File: src/rtl/idu_pkg.sv
// Shared definitions for the IncDec-unit arbiter: op encodings, FSM states,
// default requester count and the pointer-width helper.
package idu_pkg;

    localparam int NREQ_DEF = 3;

    typedef enum logic [1:0] {
        OP_PASS     = 2'b00,
        OP_INC      = 2'b01,
        OP_DEC      = 2'b10,
        OP_PASS_ALT = 2'b11
    } idu_op_e;

    typedef enum logic [1:0] {
        ST_IDLE,
        ST_ISSUE,
        ST_CAPTURE
    } idu_state_e;

    function automatic int ptr_w(input int n);
        return (n > 1) ? $clog2(n) : 1;
    endfunction

endpackage

File: src/rtl/rr_pick.sv
// Round-robin selector: first asserted request at or after ptr, wrapping
// around to index 0.
module rr_pick
    import idu_pkg::*;
#(
    parameter int NREQ = NREQ_DEF,
    parameter int PW   = ptr_w(NREQ)
) (
    input  logic [NREQ-1:0] req,
    input  logic [PW-1:0]   ptr,
    output logic [NREQ-1:0] gnt,
    output logic            vld
);

    // The first pass covers ptr..NREQ-1. The second pass can only hit an index
    // below ptr, because nothing at or above ptr was requesting.
    always_comb begin
        gnt = '0;
        vld = 1'b0;
        for (int i = 0; i < NREQ; i++) begin
            if (!vld && req[i] && (i >= int'(ptr))) begin
                gnt[i] = 1'b1;
                vld    = 1'b1;
            end
        end
        for (int i = 0; i < NREQ; i++) begin
            if (!vld && req[i]) begin
                gnt[i] = 1'b1;
                vld    = 1'b1;
            end
        end
    end

endmodule

File: src/rtl/idu_arbiter.sv
// Arbitrates PC/SP/HL requests for the shared 16-bit IncDec unit.
// Each operation takes two cycles: ISSUE (operand and op driven) then CAPTURE (result and ack).
module idu_arbiter
    import idu_pkg::*;
#(
    parameter int NREQ = NREQ_DEF
) (
    input  logic                CLK,
    input  logic                nRESET,
    input  logic [NREQ-1:0]     req,
    input  logic [2*NREQ-1:0]   op,
    input  logic [16*NREQ-1:0]  val,
    output logic [NREQ-1:0]     ack,
    output logic [15:0]         res,
    output logic                busy,
    output logic                idu_inc,
    output logic                idu_dec,
    output logic [7:0]          idu_cbus,
    output logic [7:0]          idu_dbus,
    input  logic [7:0]          idu_adl_n,
    input  logic [7:0]          idu_adh_n,
    output logic [15:0]         addr_bus
);

    localparam int PW = ptr_w(NREQ);

    idu_state_e      state;
    logic [NREQ-1:0] gnt_q;
    logic [NREQ-1:0] ack_q;
    logic [PW-1:0]   ptr_q;
    logic [15:0]     opnd_q;

    logic [NREQ-1:0] pick_req;
    logic [NREQ-1:0] pick_gnt;
    logic            pick_vld;
    idu_op_e         pick_op;
    logic [15:0]     pick_val;
    logic [PW-1:0]   pick_nxt;

    // The requester being acked in CAPTURE still holds req and must not win again.
    assign pick_req = (state == ST_CAPTURE) ? (req & ~gnt_q) : req;

    rr_pick #(
        .NREQ (NREQ),
        .PW   (PW)
    ) u_pick (
        .req  (pick_req),
        .ptr  (ptr_q),
        .gnt  (pick_gnt),
        .vld  (pick_vld)
    );

    always_comb begin
        pick_op  = OP_PASS;
        pick_val = '0;
        pick_nxt = '0;
        for (int i = 0; i < NREQ; i++) begin
            if (pick_gnt[i]) begin
                pick_op  = idu_op_e'(op[2*i +: 2]);
                pick_val = val[16*i +: 16];
                pick_nxt = (i == NREQ - 1) ? '0 : PW'(i + 1);
            end
        end
    end

    always_ff @(posedge CLK) begin
        if (!nRESET) begin
            state   <= ST_IDLE;
            gnt_q   <= '0;
            ack_q   <= '0;
            ptr_q   <= '0;
            opnd_q  <= '0;
            res     <= '0;
            busy    <= 1'b0;
            idu_inc <= 1'b0;
            idu_dec <= 1'b0;
        end else begin
            ack_q   <= '0;
            idu_inc <= 1'b0;
            idu_dec <= 1'b0;
            case (state)
                ST_ISSUE: begin
                    state <= ST_CAPTURE;
                    res   <= ~{idu_adh_n, idu_adl_n};
                    ack_q <= gnt_q & req;
                end
                default: begin
                    if (pick_vld) begin
                        state   <= ST_ISSUE;
                        busy    <= 1'b1;
                        gnt_q   <= pick_gnt;
                        ptr_q   <= pick_nxt;
                        opnd_q  <= pick_val;
                        idu_inc <= (pick_op == OP_INC);
                        idu_dec <= (pick_op == OP_DEC);
                    end else begin
                        state <= ST_IDLE;
                        busy  <= 1'b0;
                    end
                end
            endcase
        end
    end

    // Gating with nRESET keeps a reset that lands on a CAPTURE cycle from leaking an ack.
    assign ack      = ack_q & {NREQ{nRESET}};
    assign addr_bus = opnd_q;
    assign idu_cbus = opnd_q[7:0];
    assign idu_dbus = opnd_q[15:8];

endmodule

File: config.mk
export PLATFORM = sky130hd
export DESIGN_NAME = idu_arbiter
export DESIGN_NICKNAME = d
export VERILOG_FILES = /design/src/rtl/idu_pkg.sv /design/src/rtl/rr_pick.sv /design/src/rtl/idu_arbiter.sv
export SDC_FILE = /design/constraint.sdc
export NUM_CORES = 1
export LEC_CHECK = 0
export ABC_AREA = 1
export CORE_MARGIN = 1.5
export CORE_UTILIZATION = 42
export DETAILED_ROUTE_END_ITERATION = 12
export GPL_ROUTABILITY_DRIVEN = 1
export PLACE_DENSITY = 0.94
export SLEW_MARGIN = 20
export SYNTH_ARGS = -nofsm -noshare
export SYNTH_HDL_FRONTEND = slang
export SYNTH_SLANG_ARGS = --single-unit
File: constraint.sdc
create_clock -name CLK -period 3.85 [get_ports CLK]
set_input_delay 0.5775 -clock CLK [delete_from_list [all_inputs] [get_ports CLK]]
set_output_delay 0.5775 -clock CLK [all_outputs]
set_load 0.02 [all_outputs]
==> run summary <==
The clock input transition at the sequential cells of the worst setup and hold paths works out to 0.09 ns. The initial antenna violation count is 0. The H-tree was split into 2 levels.

The root buffer cell chosen for the clock tree is sky130_fd_sc_hd__clkbuf_8. After routing the design area is 3610 um2. Endpoint of the worst hold-timing path: ack_q[2].

Counting I/O delays and the setup requirement, the final critical path takes 2.48 ns. In the final layout, the multi-input gates occupy 1120 um2. Measured slew at the worst slew-check pin: 0.441 ns.

Summing the areas of all and, or, nand and nor instances in the mapped netlist gives 41.9% of the synthesized area. The synthesized design contains 0 enable-type register cells. Relative slew slack: 70.5%. The detailed-route DRC error count is 0. The logs give 409 for the post-synthesis net count and 0 for the diode insertion count for antenna repair. For this run, the top clock speed supported by timing is 404 MHz. Summed over all layers, the global routing overflow is 0. By area the synthesized netlist is led by sky130_fd_sc_hd__dfxtp_1 (38%), sky130_fd_sc_hd__nand2_1 (16%), sky130_fd_sc_hd__nand3_1 (13%), sky130_fd_sc_hd__buf_4 (5.7%), sky130_fd_sc_hd__nand3_2 (4.6%).

Main flop type after synthesis: sky130_fd_sc_hd__dfxtp_1. At the end of routability-driven placement, the weighted congestion stood at 0.925. Per-instance average area after synthesis: 7.14 um2. In the final design database the tool counted 514 nets.

For the worst setup path, the data required time is 3.27 ns. The cell area after technology mapping is 2390 um2. The tools report the total clock buffers created by CTS as 5. The detailed router finished its first iteration with 80 violations. The critical path is of the input port to primary output type. The total area inside the core boundary comes to 5510 um2. The number of failing hold endpoints at the final stage is 0, and the final setup TNS is 0 ns. In this run the count of I/O pins placed on the die edge is 129. Async set-or-reset flop fraction in the synthesized netlist: 0%.

The leading area contributor after synthesis is sky130_fd_sc_hd__dfxtp_1. The max capacitance violation total was 0. The flow ran to the end, and the final reports show no timing, DRC or antenna violations.

The share of the yosys chip area belonging to registers is 37.8%, and the HPWL after detailed placement is 5050 um. Across the VDD grid, the largest voltage drop is 0.250 mV. The run gives 0 as the setup-violating endpoint count in the final report. Measured along the y axis, the die boundary spans 78.4 um. Global routing consumed, over all layers together, 22.4% of the routing resources. Summed over its instances, the top area cell type makes up 37.8% of the synthesized netlist area. The Yosys step of the flow raised 0 warnings. On the final layout, the worst clock skew is 0.00659 ns. The highest net fanout along the worst path was 5. TritonCTS built the clock tree. The ratio of cells with drive above 1 in the final layout was 10.5%; the data arrival time of the critical path was 1.90 ns. Using the TritonRoute via totals, the vias-per-cell ratio works out to 4.78. For this design, the CTS-stage hold fixing added 0 buffers. The tools report the footprint of the flip-flops and latches as 901 um2. In this run the worst hold path is classified as flop to flop.

For the leakage component of the power, the log shows 1.60 nW. The sink count of the clock tree is 45. The run gives 2,361 as the number of global-route vias before repair. For the post-route antenna net violation count, the log shows 0.

Type of origin of the critical path: an input port. After technology mapping, the gate count stands at 334. The placed standard-cell area came out at 3530 um2. The tools report the post-route total power as 1.28 mW. Setup repair after global routing left no endpoint under its margin.

The synthesized-area fraction occupied by ao, oa, aoi and oai cells was 5.03%. The worst setup path is captured at a primary output. At the later pin of the worst-skew pair, clock insertion delay measures 0.29 ns. The commonest cells after synthesis are sky130_fd_sc_hd__nand2_1 (100), sky130_fd_sc_hd__nand3_1 (61), sky130_fd_sc_hd__dfxtp_1 (45). The count of input and output buffers is 128. The most frequent cell after synthesis is sky130_fd_sc_hd__nand2_1.

The setup check on the worst reg-to-reg path leaves a slack of 1.85 ns. The die span in x was 78.4 um; the initial standard-cell utilization of the core was 43.3%. The clock passes through at most 2 buffers. The die covers 6140 um2. The post-route clock period utilization was 64.4%; the xor/xnor cell area share of the yosys netlist was 0%. By area, the combinational part of the netlist is dominated by simple AND/OR/NAND/NOR gates.

The synthesized-area fraction occupied by adder cells is 0%, and the vias after detailed routing is 2,446. For the post-CTS resize count, the log shows 0. The run gives 4 as the detailed-router iteration count before antenna repair. The worst register-to-register path begins at ptr_q[1]. The number of cells traversed by the worst register-to-register path was 11. After detailed routing, the average wire length per cell comes to 13.1 um. The tools report the capturing point of the worst reg2reg path as idu_inc. For the number of core rows, the log shows 27.

For this design the ratio of total power to cell area is 355 nW/um2. For the largest net degree at the start of global routing, the log shows 37. Multiplexer cells account for 0% of the synthesized area.

The worst hold path passes through 2 cells. The number of distinct standard cells referenced by the synthesized netlist came out at 25. After filler insertion, the fill cell instance count of the layout stands at 476. The number of slew-limit violations in the final report is 0.

In this run the most critical hold path is launched from gnt_q[2]. The first global-routing pass estimated 10,900 um of wire. The area growth from synthesis to layout is 51.4%.

Once the clock tree was built, the setup fixing pass inserted 0 buffers. The sum of routed wire length over all layers is 6710 um. In this run, synthesis produced a sequential element count of 45.
## per-stage QoR
stage	utilization [%]	hold slack (ns)	instances	worst slack [ns]
after floorplan	-	0.429	334	2.15
after global placement	64.0	0.456	504	1.29
after detailed placement	64.0	0.458	504	1.19
after CTS	65.6	0.470	512	1.35
after global routing	65.6	0.498	512	1.28
final	65.6	0.465	512	1.37
## how the worst max path moves through the flow
stage,startpoint,end,slack (ns)
global route,nRESET,ack[2],1.28
detailed placement,req[0],idu_inc,1.19
finish,nRESET,ack[1],1.37
floorplan,nRESET,ack[0],2.15
CTS,nRESET,ack[0],1.35
global placement,req[0],idu_inc,1.29
## metal layers
layer | vias up | global-route usage (%) | part of all wire [%]
li1 | 1258 | - | -
met1 | 1080 | 24.4 | 39
met2 | 100 | 40.7 | 50
met3 | 8 | 8.37 | 9.5
met4 | 0 | 5.89 | 1.3
met5 | - | 0 | 0
## report_power, final
| part | switching [mW] | internal, mW | total [mW] |
|---|---|---|---|
| Clock | 0.160 | 0.128 | 0.288 |
| Combinational | 0.242 | 0.214 | 0.456 |
| Sequential | 0.0320 | 0.508 | 0.540 |
| Total | 0.433 | 0.850 | 1.28 |
## placed cells by master (no fill, tap or decap)
cell type	instances
sky130_fd_sc_hd__clkbuf_1	1
sky130_fd_sc_hd__inv_2	6
sky130_fd_sc_hd__nor2_4	1
sky130_fd_sc_hd__inv_1	26
sky130_fd_sc_hd__nor2_2	2
sky130_fd_sc_hd__o21ai_0	9
sky130_fd_sc_hd__nand2_2	11
sky130_fd_sc_hd__o21ai_1	7
sky130_fd_sc_hd__clkbuf_8	5
sky130_fd_sc_hd__inv_4	1
sky130_fd_sc_hd__clkinvlp_4	2
sky130_fd_sc_hd__nor2_1	9
sky130_fd_sc_hd__nand3_1	61
sky130_fd_sc_hd__nand4_1	1
sky130_fd_sc_hd__clkdlybuf4s50_1	128
sky130_fd_sc_hd__nand4_2	2
sky130_fd_sc_hd__dfxtp_1	45
sky130_fd_sc_hd__a21oi_1	5
sky130_fd_sc_hd__nand3_2	11
sky130_fd_sc_hd__nand2_4	3
sky130_fd_sc_hd__nand3_4	1
sky130_fd_sc_hd__nand2_1	100
sky130_fd_sc_hd__buf_4	1
sky130_fd_sc_hd__a21boi_0	2
## flip-flops by register name, indices dropped and copies added, names as in the netlist
register	count
addr_bus	16
res	16
ack_q	3
gnt_q	3
ptr_q	2
state	2
busy	1
idu_dec	1
idu_inc	1
## area by class of cell
class,instances,share of cell area [%]
well taps,72,2.49
flip-flops and latches,45,24.9
multi-input cells,225,31.0
inverters,33,3.50
clock buffers,6,2.01
clock inverters,2,0.416
repair buffers,129,35.7
## cell families (layout without fill, tap and decap cells)
| kind of cell | after synthesis | in the layout |
|---|---|---|
| flip-flops | 45 | 45 |
| buffers and inverters | 64 | 170 |
| AO/OA/AOI/OAI | 23 | 23 |
| AND/OR/NAND/NOR | 202 | 202 |
## worst max-delay path: stages
cell	delay, ns
sky130_fd_sc_hd__clkdlybuf4s50_1	0.59
sky130_fd_sc_hd__nand2_1	0.08
sky130_fd_sc_hd__inv_1	0.06
sky130_fd_sc_hd__clkdlybuf4s50_1	0.60
Power figures use the tool's default switching activity.
